[src/rtl/freq_meter.sv]
// freq_meter: counts rising edges of an asynchronous input over back-to-back
// gate windows of GATE_CYCLES clk cycles and reports each completed count.
//
// state   | meaning
// IDLE    | counters cleared, freq_out/overflow held, waiting for en
// MEASURE | gate window running; its last cycle reports and restarts the window
module freq_meter #(
  parameter int unsigned GATE_CYCLES = 25000000,
  parameter int unsigned CNT_W       = 32
) (
  input  logic             clk,
  input  logic             rst_n,
  input  logic             sig_in,
  input  logic             en,
  output logic [CNT_W-1:0] freq_out,
  output logic             overflow,
  output logic             valid
);

  typedef enum logic [0:0] {
    IDLE    = 1'b0,
    MEASURE = 1'b1
  } state_t;

  localparam logic [31:0]      GATE_LAST = 32'(GATE_CYCLES - 1);
  localparam logic [CNT_W-1:0] CNT_MAX   = '1;
  localparam logic [CNT_W-1:0] CNT_ONE   = CNT_W'(1);

  state_t           state;
  state_t           state_nxt;
  logic             sync1;
  logic             sync2;
  logic             sig_prev;
  logic             edge_det;
  logic [31:0]      gate_cnt;
  logic [CNT_W-1:0] edge_cnt;
  logic             sat;
  logic             gate_last;
  logic             win_run;
  logic             win_close;
  logic             edge_at_max;
  logic [CNT_W-1:0] cnt_final;

  // Synchroniser and edge detector run even in IDLE so enabling while sig_in
  // is already high cannot be mistaken for a rising edge.
  always_ff @(posedge clk or negedge rst_n) begin
    if (!rst_n) begin
      sync1    <= 1'b0;
      sync2    <= 1'b0;
      sig_prev <= 1'b0;
    end else begin
      sync1    <= sig_in;
      sync2    <= sync1;
      sig_prev <= sync2;
    end
  end

  assign edge_det = sync2 & ~sig_prev;

  always_ff @(posedge clk or negedge rst_n) begin
    if (!rst_n) begin
      state <= IDLE;
    end else begin
      state <= state_nxt;
    end
  end

  always_comb begin
    state_nxt = state;
    case (state)
      IDLE:    if (en)  state_nxt = MEASURE;
      MEASURE: if (!en) state_nxt = IDLE;
      default:          state_nxt = IDLE;
    endcase
  end

  assign gate_last = (gate_cnt == GATE_LAST);

  // The close cycle ignores en so a window whose last cycle sees en fall still reports.
  always_comb begin
    win_run   = 1'b0;
    win_close = 1'b0;
    case (state)
      MEASURE: begin
        win_close = gate_last;
        win_run   = en & ~gate_last;
      end
      default: begin
        win_run   = 1'b0;
        win_close = 1'b0;
      end
    endcase
  end

  always_ff @(posedge clk or negedge rst_n) begin
    if (!rst_n) begin
      gate_cnt <= '0;
    end else if (win_run) begin
      gate_cnt <= gate_cnt + 32'd1;
    end else begin
      gate_cnt <= '0;
    end
  end

  assign edge_at_max = edge_det & (edge_cnt == CNT_MAX);
  assign cnt_final   = (edge_det && !edge_at_max) ? edge_cnt + CNT_ONE : edge_cnt;

  always_ff @(posedge clk or negedge rst_n) begin
    if (!rst_n) begin
      edge_cnt <= '0;
      sat      <= 1'b0;
    end else if (win_run) begin
      edge_cnt <= cnt_final;
      if (edge_at_max) begin
        sat <= 1'b1;
      end
    end else begin
      edge_cnt <= '0;
      sat      <= 1'b0;
    end
  end

  always_ff @(posedge clk or negedge rst_n) begin
    if (!rst_n) begin
      freq_out <= '0;
      overflow <= 1'b0;
      valid    <= 1'b0;
    end else begin
      valid <= win_close;
      if (win_close) begin
        freq_out <= cnt_final;
        overflow <= sat | edge_at_max;
      end
    end
  end

endmodule
[config.mk]
export PLATFORM = sky130hd
export DESIGN_NAME = freq_meter
export DESIGN_NICKNAME = d
export VERILOG_FILES = /design/src/rtl/freq_meter.sv
export SDC_FILE = /design/constraint.sdc
export NUM_CORES = 1
export LEC_CHECK = 0
export CAP_MARGIN = 20
export CELL_PAD_IN_SITES_DETAIL_PLACEMENT = 1
export CELL_PAD_IN_SITES_GLOBAL_PLACEMENT = 2
export CORE_UTILIZATION = 25
export DETAILED_ROUTE_END_ITERATION = 10
export PLACE_DENSITY = 0.64
export SLEW_MARGIN = 25
export SYNTH_ARGS = -nofsm -noshare
export SYNTH_HDL_FRONTEND = slang
export SYNTH_SLANG_ARGS = --single-unit
[constraint.sdc]
create_clock -name clk -period 4.1 [get_ports clk]
set_input_delay 0.82 -clock clk [delete_from_list [all_inputs] [get_ports clk]]
set_output_delay 0.82 -clock clk [all_outputs]
set_load 0.02 [all_outputs]
==> impl_metrics.env, run 1 <==
export IMPL_nNetsFinal=575
export IMPL_fmax_ghz=0.345
export IMPL_start_kind="flop"
export IMPL_drtIter0Drc=125
export IMPL_critPathArrivalTime_ns=3.13
export IMPL_remaining_drc_errors=0
export IMPL_grt_setup_unrepaired="no"
export IMPL_period_minus_slack_ns=2.90
export IMPL_final_antenna_net_count=0
export IMPL_num_vias=4265
export IMPL_ys_ff_latch=103
export IMPL_clockBufferDepth=2
export IMPL_hold_viol_final=0
export IMPL_fin_setup_tns_ns=0
export IMPL_wl_per_cell_um=16.3
export IMPL_die_h_um=145
export IMPL_syn_inst=546
export IMPL_synth_top_family_by_area="simple AND/OR/NAND/NOR gates"
export IMPL_max_slew_margin=0.401
export IMPL_outcome="finished clean"
export IMPL_yosysSeqAreaShare=0.504
export IMPL_yosys_area_share_simple=0.287
export IMPL_tritoncts="built"
export IMPL_grt_max_degree=76
export IMPL_synthTopCellsByArea="dfrtp_1 (50%), nand3_1 (4.9%), xor2_1 (3.9%)"
export IMPL_placed_cell_area_um2=5730
export IMPL_drtPass1Iterations=4
export IMPL_start_util=0.259
export IMPL_switchingPower_uw=420
export IMPL_slew_violations=0
export IMPL_skew_ns=0.00983
export IMPL_drive_gt1_frac=0.0524
export IMPL_worstPathRequired_ns=4.33
export IMPL_post_cts_buffers=0
export IMPL_drv_cap=0
export IMPL_vias_per_cell=5.09
export IMPL_path_clk_slew_ns=0.07
export IMPL_power_per_cell_area_nw_per_um2=329
export IMPL_yosysTopAreaCell="dfrtp_1"
export IMPL_setup_ws_ns=1.20
export IMPL_hp_class="reg -> reg"
export IMPL_finalCritPeriodShare=0.706
export IMPL_crit_path_cell_trace="or4b_1 -> or3_4 -> nor4_2 -> nand3b_1 -> buf_4 -> nor2_1"
export IMPL_die_w_um=145
export IMPL_core_rowCount=51
export IMPL_port_buffers=37
export IMPL_seqPwrFrac=0.513
export IMPL_grt_first_pass_wirelength_mm=23.7
export IMPL_grtUsageTotal=0.141
export IMPL_grt_pass1_vias=4561
export IMPL_hpwl_mm=9.22
export IMPL_root_buffer="clkbuf_16"
export IMPL_synth_net_count=552
export IMPL_synth_distinct_cells=42
export IMPL_path_delay_family="simple AND/OR/NAND/NOR gates"
export IMPL_diodes=0
export IMPL_path_buf_inv=1
export IMPL_post_place_ws_ns=1.21
export IMPL_netlist_area_um2=5120
export IMPL_wl_mm=13.7
export IMPL_synth_adder_area_share=0.00489
export IMPL_cpMaxStageDelayCell="nor4_2"
export IMPL_clockPowerShare=0.466
export IMPL_power_frac_comb=0.021
export IMPL_final_area_um2=6050
export IMPL_synth_xor_xnor_area_share=0.0513
export IMPL_cts_resized=0
export IMPL_worstSetupPathType="reg -> reg"
export IMPL_syn2layout_area_growth_pct=18.2
export IMPL_ys_flop_type="dfrtp_1"
export IMPL_tightest_slew_ns=0.890
export IMPL_coreArea_um2=19800
export IMPL_synth_top_area_share=0.504
export IMPL_dieArea_um2=21000
export IMPL_yosys_warnings=0
export IMPL_numCtsBuffers=9
export IMPL_p_int_uw=1570
export IMPL_syn_avg_cell_area_um2=9.37
export IMPL_irDropWorstVdd_uv=189
export IMPL_leakagePower_uw=0.00235
export IMPL_ios=38
export IMPL_place_gp_congestion=0.753
export IMPL_insertion_delay_ns=0.36
export IMPL_postSynth_asyncResetShare=1.00
export IMPL_synthMuxAreaShare=0.00196
export IMPL_antenna_found_initial=0
export IMPL_grt_overflow_total=0
export IMPL_htreeDepth=3
export IMPL_setup_violations_final=0
export IMPL_cts_sinks=103
export IMPL_hold_buffers=0
export IMPL_synth_compound_area_frac=0.117
export IMPL_slowest_delay_ns=0.62
export IMPL_crit_path_end_kind="flop"
export IMPL_synth_edf_count=0
export IMPL_swShare=0.211
export IMPL_crit_path_max_fanout=33
-- kinds of logic (layout without fill, tap and decap cells) --
logic type / Yosys count / after routing
and+or+nand+nor: 268 / 268
muxes: 1 / 1
xor gates and xnor gates: 30 / 30
buffers and inverters: 38 / 65
DFF: 103 / 103
adders and majority gates: 2 / 2
AOI/OAI and AO/OA: 104 / 104
-- power groups by stage --
stage	logic (uW)	registers [uW]	clock network (uW)
floorplan	14.9	1040	0
global placement	44.5	1040	0
detailed placement	45.2	1040	0
CTS	45.3	1020	972
global route	49.7	1020	1000
finish	42.1	1020	928
-- placed cells by master (no fill, tap or decap), drive strengths merged, types with 3 or more instances in the layout --
| master | Yosys | final |
|---|---|---|
| xnor2 | 7 | 7 |
| nor2 | 42 | 42 |
| a21oi | 34 | 34 |
| xor2 | 23 | 23 |
| o211ai | 21 | 21 |
| o21ai | 36 | 36 |
| and4 | 8 | 8 |
| nand2 | 50 | 50 |
| dfrtp | 103 | 103 |
| or4 | 25 | 25 |
| buf | 11 | 8 |
| and3 | 11 | 11 |
| nor4 | 8 | 8 |
| clkdlybuf4s50 | 0 | 36 |
| clkbuf | 21 | 11 |
| nand4 | 23 | 23 |
| inv | 6 | 6 |
| or3 | 32 | 32 |
| a31oi | 6 | 6 |
| or4b | 3 | 3 |
| and2 | 4 | 4 |
| nor3 | 4 | 4 |
| nand3 | 50 | 50 |
-- routing by layer --
metal / global-route usage / part of all wire
met2: 0.242 / 0.49
met1: 0.171 / 0.47
met4: 0.0468 / 0.016
met3: 0.0349 / 0.030
met5: 0 / 0
-- synth_stat cells, types with 2 or more instances --
cell	instances
xnor2_1	7
o21ai_0	35
buf_6	3
and3_1	11
a21o_1	2
nand3_1	50
inv_1	6
dfrtp_1	103
or4_1	24
nor4_2	2
nor4_1	6
nand3b_1	2
buf_2	7
o211ai_1	21
or4b_1	2
ha_1	2
o31ai_1	2
nand2_1	50
a31oi_1	6
and4_1	8
or3_1	31
nor3_1	4
clkbuf_1	21
nand2b_1	2
nand4_1	23
a211oi_1	2
and2_1	3
xor2_1	23
a21oi_1	34
nor2_1	42
-- registers in the layout (all words and copies together) (netlist names) --
name	count
sync1	1
freq_out	32
edge_cnt	32
sig_prev	1
sync2	1
overflow	1
sat	1
valid	1
state	1
gate_cnt	32
-- layout make-up --
class	instances	area, um2
Clock buffer	11	243
Fill cell	2289	13700
Inverter	6	22.5
Multi-Input combinational cell	405	2380
Timing Repair Buffer	44	424
Sequential cell	103	2580
Clock inverter	4	70.1
Tap cell	265	332
-- final timing paths --
check	depth (start not counted)	start	slack [ns]	endpoint
worst max-delay path	6	gate_cnt[6]	1.20	sat
worst min-delay path	0	sync1	0.35	sync2
worst max register to register	6	gate_cnt[6]	1.20	sat
worst min register to register	0	sync1	0.35	sync2
max in group asynchronous	2	rst_n	2.74	gate_cnt[18]
min in group asynchronous	1	rst_n	0.48	edge_cnt[7]
-- stage by stage --
step,utilization,hold WS (ns),std cells,total power (uW)
after floorplan,-,0.331,546,1060
after global placement,0.290,0.341,823,1090
after detailed placement,0.290,0.340,823,1090
after CTS,0.306,0.356,838,2040
after global routing,0.306,0.356,838,2070
final,0.306,0.351,838,1990
No activity file was read; power rests on OpenSTA's default activity.
==> run 2, diff against run 1 <==
- PLACE_DENSITY: 0.64 -> 0.66
- clock period: 4.1 -> 2.3 ns (I/O delays scaled with it)
==> run 2 against run 1 <==
  * Routed wire length increased by 26%
  * Design area increased by 24%
  * Highest routed layer unchanged
  * Largest power group unchanged
  * The run now ends with negative setup slack left
  * Total power increased by 85%
==> impl_metrics.env, run 2 (synthesis results as in run 1) <==
export IMPL_power_frac_comb=0.045
export IMPL_hold_buffers=0
export IMPL_vias_per_cell=5.13
export IMPL_hpwl_mm=10.5
export IMPL_final_util=0.378
export IMPL_multi_input_area_um2=2970
export IMPL_port_buffers=37
export IMPL_final_common_cell="dfrtp_1"
export IMPL_clockPowerShare=0.461
export IMPL_num_vias=4751
export IMPL_die_w_um=145
export IMPL_wl_mm=17.2
export IMPL_slowest_delay_ns=0.59
export IMPL_max_slew_margin=0.665
export IMPL_grt_setup_unrepaired="yes"
export IMPL_fin_setup_tns_ns=-11.41
export IMPL_swShare=0.233
export IMPL_finalPower_uw=3690
export IMPL_tritoncts="built"
export IMPL_clockBufferDepth=2
export IMPL_grt_max_degree=45
export IMPL_irDropWorstVdd_uv=361
export IMPL_skew_ns=0.0127
export IMPL_grt_use_met2=0.292
export IMPL_mostFrequentLayoutCells="dfrtp_1 (103), buf_4 (68), nand2_1 (43)"
export IMPL_dieArea_um2=21000
export IMPL_remaining_drc_errors=0
export IMPL_core_rowCount=51
export IMPL_wl_per_cell_um=18.5
export IMPL_switchingPower_uw=859
export IMPL_largestRegisters="edge_cnt (32), freq_out (32), gate_cnt (32)"
export IMPL_insertion_delay_ns=0.36
export IMPL_p_int_uw=2830
export IMPL_worstSetupPathType="reg -> reg"
export IMPL_numCtsBuffers=9
export IMPL_antenna_found_initial=0
export IMPL_slew_violations=0
export IMPL_drtPass1Iterations=4
export IMPL_worstPathRequired_ns=2.60
export IMPL_setup_violations_final=97
export IMPL_grt_pass1_vias=5150
export IMPL_setup_ws_ns=-0.231
export IMPL_diodes=0
export IMPL_die_h_um=145
export IMPL_final_antenna_net_count=0
export IMPL_root_buffer="clkbuf_16"
export IMPL_drive_gt1_frac=0.325
export IMPL_ios=38
export IMPL_syn2layout_area_growth_pct=46.3
export IMPL_critPathArrivalTime_ns=2.83
export IMPL_gr_max_usage_layer="met2"
export IMPL_grt_first_pass_wirelength_mm=28.3
export IMPL_dp_cells=887
export IMPL_finalCritPeriodShare=1.10
export IMPL_fmax_ghz=0.395
export IMPL_violations="negative setup slack"
export IMPL_drtIter0Drc=152
export IMPL_crit_path_cell_trace="or4b_4 -> or3_4 -> or4_4 -> or4_4 -> nand3_2"
export IMPL_seqPwrFrac=0.494
export IMPL_power_per_cell_area_nw_per_um2=493
export IMPL_period_minus_slack_ns=2.53
export IMPL_hold_viol_final=0
export IMPL_grtUsageTotal=0.170
export IMPL_crit_path_end_kind="flop"
export IMPL_path_clk_slew_ns=0.07
export IMPL_drv_cap=0
export IMPL_crit_path_max_fanout=8
export IMPL_start_util=0.259
export IMPL_leakagePower_uw=0.00297
export IMPL_cpMaxStageDelayCell="or4_4"
export IMPL_cts_sinks=103
export IMPL_coreArea_um2=19800
export IMPL_n_fill_cell=2219
export IMPL_path_delay_family="simple AND/OR/NAND/NOR gates"
export IMPL_hp_class="in -> async"
export IMPL_nNetsFinal=663
export IMPL_regArea_um2=2580
export IMPL_grt_met1_usage=0.219
export IMPL_htreeDepth=3
export IMPL_path_buf_inv=0
export IMPL_outcome="finished with violations"
export IMPL_grt_overflow_total=0
export IMPL_grt_met3_usage=0.0314
export IMPL_holdWs_ns=0.0458
export IMPL_place_gp_congestion=0.775
export IMPL_start_kind="flop"
export IMPL_crit_top_cell="or4_4"
export IMPL_final_cells=927
export IMPL_tightest_slew_ns=0.498
==> run 2: changes by cell type in the layout (fill, tap and decap cells not counted), moves of 12 or more <==
cell and delta:
buf_4 +61, nor2_1 -35, nor2_4 +34, a21oi_1 -28, a21oi_2 +26, or4_4 +12
==> run 2: worst register-to-register path, cell delays in order, from the launching register on <==
cell and delay, ns:
dfrtp_1 0.38, or4b_4 0.54, or3_4 0.44, or4_4 0.59, or4_4 0.45, nand3_2 0.09
==> run 2: timing repair <==
item | 4_1_cts | 5_1_grt
resized for setup | 84 | 85
endpoints found under the hold margin | 0 | 0
gates cloned | 11 | 2
endpoints found under the setup margin | 98 | 98
setup buffers | 9 | 7
pin swaps | 29 | 27
==> run 2: cell type report <==
type / count / share of cell area
clock inverters: 7 / 0.0129
multi-input cells: 409 / 0.397
inverters: 6 / 0.00301
clock buffers: 9 / 0.0301
repair buffers: 128 / 0.168
flip-flops and latches: 103 / 0.344
well taps: 265 / 0.0443
==> run 2: layer usage <==
metal,vias up,part of all wire
li1,2238,-
met1,2430,0.46
met2,63,0.50
met3,20,0.030
met4,0,0.012
met5,-,0
==> run 2: power by group through the flow <==
stage	registers, uW	logic (uW)	clock network [uW]
after floorplan	1850	26.6	0
after global placement	1860	95.3	0
after detailed placement	1860	97.8	0
after CTS	1820	180	1760
after global routing	1820	180	1830
final	1820	167	1700
==> run 2: path summary, 6_finish.rpt <==
path | startpoint | end | slack (ns) | cells past startpoint
worst min-delay path | rst_n | freq_out[7] | 0.05 | 1
worst max-delay path | gate_cnt[28] | freq_out[5] | -0.23 | 5
worst max register to register | gate_cnt[28] | freq_out[5] | -0.23 | 5
max in group asynchronous | rst_n | edge_cnt[19] | 1.53 | 2
worst min register to register | sync1 | sync2 | 0.38 | 0
min in group clk | sync1 | sync2 | 0.38 | 0
==> run 2: per-stage QoR <==
step	area, um2	worst slack (ns)
3_5_place_dp	6270	-0.332
3_3_place_gp	6270	-0.279
6_report	7480	-0.231
5_1_grt	7480	-0.303
2_1_floorplan	5120	-0.232
4_1_cts	7180	-0.249
==> RTL change 1 (flow settings as in run 2) <==
Change the parameter `GATE_CYCLES` from 25000000 to 12500000.
--- a/src/rtl/freq_meter.sv
+++ b/src/rtl/freq_meter.sv
@@ -5,7 +5,7 @@
 // IDLE    | counters cleared, freq_out/overflow held, waiting for en
 // MEASURE | gate window running; its last cycle reports and restarts the window
 module freq_meter #(
-  parameter int unsigned GATE_CYCLES = 25000000,
+  parameter int unsigned GATE_CYCLES = 12500000,
   parameter int unsigned CNT_W       = 32
 ) (
   input  logic             clk,
Formal check against the unedited RTL: same outputs for any inputs over 10 cycles, from zero or initial values and one cycle with rst_n low; that may be too few to reach the edited logic, so the function may still have changed.
==> RTL change 1 against run 2 <==
Sequential cell count unchanged. Largest power group unchanged. Design area down 22%. Worst setup slack better by 0.40 ns. Synthesized area down 7.2%. Synthesized cell count down 14%. Clock skew up 0.0023 ns. Highest routed layer unchanged. Power down 1.7%. Routed wire length down 34%. Maximum frequency up 19%. Largest cell class is now registers. Final cell count down 18%.
==> RTL change 1: results (changes against run 2) <==
metric	value	unit	change
drive_above_1_share	0.121		-0.204
ff2ff_path_depth	6		+1
ys_async_sr_fraction	1.00		unchanged
crit_end	edge_cnt[9]$_DFF_PN0_		
nFillCells	2113		-4.8%
critPathTopFamily	simple AND/OR/NAND/NOR gates		
syn_nets	473		-14%
dr.first_iter.drc_count	142		-6.6%
max_slew_margin	0.586		-0.0786
place.gp.congestion	0.751		-3.0%
grt_max_degree	53		+18%
leakage	2.37	nW	-20%
via_per_inst	4.66		-9.1%
post_drt_wl_per_cell	15.1	µm	-19%
placed_area	0.00544	mm²	-13%
startpoint	gate_cnt[16]$_DFF_PN0_		
cpMaxStageDelayCell	dfrtp_1		
yosysSeqAreaShare	0.543		+0.0392
dp_hpwl	7.91	mm	-25%
worst_clock_skew	0.0149	ns	+0.00228 ns
rrSetupSlack	0.17	ns	+0.40 ns
grt_pass1_wl	19.1	mm	-33%
arrival	2.37	ns	-0.46 ns
slowest_delay	0.43	ns	-0.16 ns
critical_path_peak_fanout	13		+5
outcome	finished, final reports clean		
synthTopCellsByCount	dfrtp_1, nor2_1, nand2_1		
ir_drop	0.335	mV	-7.3%
-- RTL change 1: worst min path at each step --
stage / start / to / slack, ns
2_1_floorplan: rst_n / edge_cnt[0]$_DFF_PN0_ / 0.16
3_3_place_gp: sync2$_DFF_PN0_ / sig_prev$_DFF_PN0_ / 0.38
3_5_place_dp: sync2$_DFF_PN0_ / sig_prev$_DFF_PN0_ / 0.39
4_1_cts: rst_n / freq_out[24]$_DFFE_PN0P_ / 0.14
5_1_grt: rst_n / freq_out[21]$_DFFE_PN0P_ / 0.15
6_report: rst_n / freq_out[16]$_DFFE_PN0P_ / 0.11
-- RTL change 1: logic make-up after synthesis --
group	share of synthesized area
and+or+nand+nor	0.266
DFF	0.543
xor gates and xnor gates	0.107
AOI/OAI and AO/OA	0.0482
buffers and inverters	0.0290
adders and majority gates	0.00527
muxes	0.00211
-- RTL change 1: what timing repair did --
| item | in CTS | in global routing |
|---|---|---|
| buffers inserted | 0 | 2 |
| pin swaps | 0 | 2 |
| cloned | 0 | 1 |
| hold buffers | 0 | 0 |
| setup endpoints to repair | 1 | 71 |
| resized for setup | 1 | 9 |
-- RTL change 1: worst reg2reg max path, cell delays in order (launching register included) --
cell and delay [ns]:
dfrtp_1 0.43, nor4bb_1 0.37, nand4_1 0.25, nor4b_4 0.35
nand3b_1 0.28, buf_4 0.26, nor2_1 0.08
-- RTL change 1: area by class of cell --
cell class	instances	area (µm²)	share of cell area
Clock buffer	11	253	0.0431
Timing Repair Buffer	56	566	0.0965
Inverter	3	11.3	0.00192
Multi-Input combinational cell	344	2080	0.355
Sequential cell	103	2580	0.440
Tap cell	234	293	0.0499
Clock inverter	5	80.1	0.0137
-- RTL change 1: through the flow --
stage          worst slack [ns]  power [mW]  hold WS (ns)  instances
6_report                  0.170        3.62         0.112        756
5_1_grt                0.000415        3.79         0.149        756
4_1_cts                  0.0697        3.69         0.137        753
3_5_place_dp             0.0339        1.95         0.391        737
3_3_place_gp             0.0565        1.94         0.382        737
2_1_floorplan             0.395        1.88         0.164        467
-- RTL change 1: where the power goes --
group	leakage [nW]	internal, mW	switching, mW
combinational	0.786	0.0251	0.0676
sequential	1.43	1.82	0.00493
clock	0.158	1.01	0.699
-- RTL change 1: routing by layer --
| layer | global-route usage | up-vias | wire, µm |
|---|---|---|---|
| met5 | 0 | - | 0 |
| met1 | 0.154 | 1791 | 5330 |
| met3 | 0.0317 | 12 | 312 |
| li1 | - | 1686 | - |
| met4 | 0.0364 | 0 | 127 |
| met2 | 0.211 | 32 | 5630 |
==> RTL change 2 (flow settings as in run 2) <==
Made on the original files. The output `valid` loses its register stage (`valid` becomes a continuous assignment).
--- a/src/rtl/freq_meter.sv
+++ b/src/rtl/freq_meter.sv
@@ -124,9 +124,7 @@
     if (!rst_n) begin
       freq_out <= '0;
       overflow <= 1'b0;
-      valid    <= 1'b0;
     end else begin
-      valid <= win_close;
       if (win_close) begin
         freq_out <= cnt_final;
         overflow <= sat | edge_at_max;
@@ -134,4 +132,6 @@
     end
   end
 
+  assign valid = win_close;
+
 endmodule
Function: same outputs for any inputs over 10 cycles, from zero or initial values and one cycle with rst_n low; that may be too few to reach the edited logic, so the function may still have changed.
==> RTL change 2 against run 2 <==
Combinational power grew 9%. Sequential cell count fell by 1. Critical path type is now flip-flop to output port. Worst setup slack worse by 0.46 ns. The flow still finishes with violations (negative setup slack). Largest power group unchanged. Synthesized cell count shrank 0.18%. Core utilization is 0.59 points higher. Critical path depth did not move. Clock power decreased by 6%. Maximum frequency shrank 15%. Non-clock buffer count rose by 15. Power is 2.9% lower. Synthesized area fell by 0.49%. Routed wire length is 0.37% lower. Design area is 1.2% higher.
==> RTL change 2: results (changes against run 2) <==
metric	value	unit	change
violations	negative setup slack		
critical_path_peak_fanout	3		-5
post_drt_wl_per_cell	18.2	µm	-1.8%
dr.first_iter.drc_count	117		-23%
met3_usage	0.0349		+0.00343
port-buffer-count	37		unchanged
setup_violations	99		+2.1%
arrival	2.53	ns	-0.30 ns
clk_path_buf_depth	2		unchanged
dpl_worst_slack	-0.804	ns	-0.472 ns
hold_class	flip-flop to flip-flop		
dp_hpwl	10.4	mm	-0.65%
wl_met3	419	µm	-18%
place.gp.congestion	0.822		+6.0%
yosysSeqAreaShare	0.501		-0.00244
finalWorstSetupSlack	-0.693	ns	-0.461 ns
routed-wl-met2	8.92	mm	+3.8%
synthCells	545		-0.18%
nets	676		+2.0%
placed_area	0.00632	mm²	+0.78%
clk_latency	0.36	ns	about the same
via_per_inst	5.05		-1.4%
grt_pass1_vias	5216		+1.3%
clk_pin_slew_worst_paths	0.07	ns	about the same
leakage	3.06	nW	+3.1%
cpMaxStageDelayCell	or4b_4		
slowest_delay	0.54	ns	-0.05 ns
grt_use_total	0.178		+0.00796
grt_pass1_wl	28.1	mm	-0.49%
ys_top_cells_by_area	dfrtp_1, nand3_1, xor2_1		
grt_max_degree	102		+130%
outcome	finished, violations left		
ir_drop	0.351	mV	-2.7%
met2_usage	0.316		+0.0237
switching_share	0.225		-0.00801
nFillCells	2178		-1.8%
top_layer	met4		
drive_above_1_share	0.347		+0.0219
synthFlopType	dfrtp_1		
synthTopCellsByCount	dfrtp_1, nand2_1, nand3_1		
cts_root_buf	clkbuf_16		
numCtsBuffers	9		unchanged
worst_clock_skew	0.00979	ns	-0.00288 ns
grt_use_met1	0.219		-0.000254
dp.cells	897		+1.1%
wl_met1	7.52	mm	-4.0%
ys_warn_count	0		unchanged
antenna-diode-count	0		unchanged
tns	-26.52	ns	-15.11 ns
post-route-util	0.384		+0.00586
vias	4748		-0.063%
tightest_slew	0.664	ns	+0.166 ns
## RTL change 2: cell families after synthesis
family / Yosys count / synth area share
and+or+nand+nor: 268 / 0.288
AOI/OAI and AO/OA: 104 / 0.118
DFF: 102 / 0.501
buffers and inverters: 38 / 0.0342
xor gates and xnor gates: 30 / 0.0516
adders and majority gates: 2 / 0.00491
muxes: 1 / 0.00197
## RTL change 2: path summary, 6_finish.rpt
kind,startpoint,to,slack [ns],cells past startpoint
min in group asynchronous,rst_n,freq_out[7]$_DFFE_PN0P_,0.43,2
setup reg to reg,gate_cnt[25]$_DFF_PN0_,freq_out[13]$_DFFE_PN0P_,-0.35,6
setup / recovery,gate_cnt[25]$_DFF_PN0_,valid,-0.69,5
max in group asynchronous,rst_n,freq_out[18]$_DFFE_PN0P_,1.13,3
hold reg to reg,sync1$_DFF_PN0_,sync2$_DFF_PN0_,0.35,0
hold / removal,sync1$_DFF_PN0_,sync2$_DFF_PN0_,0.35,0
## RTL change 2: power groups by stage
stage	clock network [mW]	logic (mW)	registers [mW]
3_5_place_dp	0	0.0922	1.84
4_1_cts	1.66	0.210	1.80
3_3_place_gp	0	0.0898	1.84
5_1_grt	1.73	0.196	1.80
6_report	1.60	0.182	1.80
2_1_floorplan	0	0.0267	1.84
## RTL change 2: cell type report
type	instances	share of cell area
clock buffers	13	0.0344
clock inverters	3	0.00562
inverters	6	0.00297
multi-input cells	408	0.383
flip-flops and latches	102	0.337
well taps	265	0.0438
repair buffers	143	0.194
## RTL change 2: what timing repair did
action / 4_1_cts / 5_1_grt
buffers inserted: 18 / 8
pin swaps: 35 / 12
endpoints found under the setup margin: 99 / 99
gates cloned: 12 / 0
gates resized for setup: 117 / 70
hold buffers: 1 / 0
hold endpoints to repair: 1 / 0
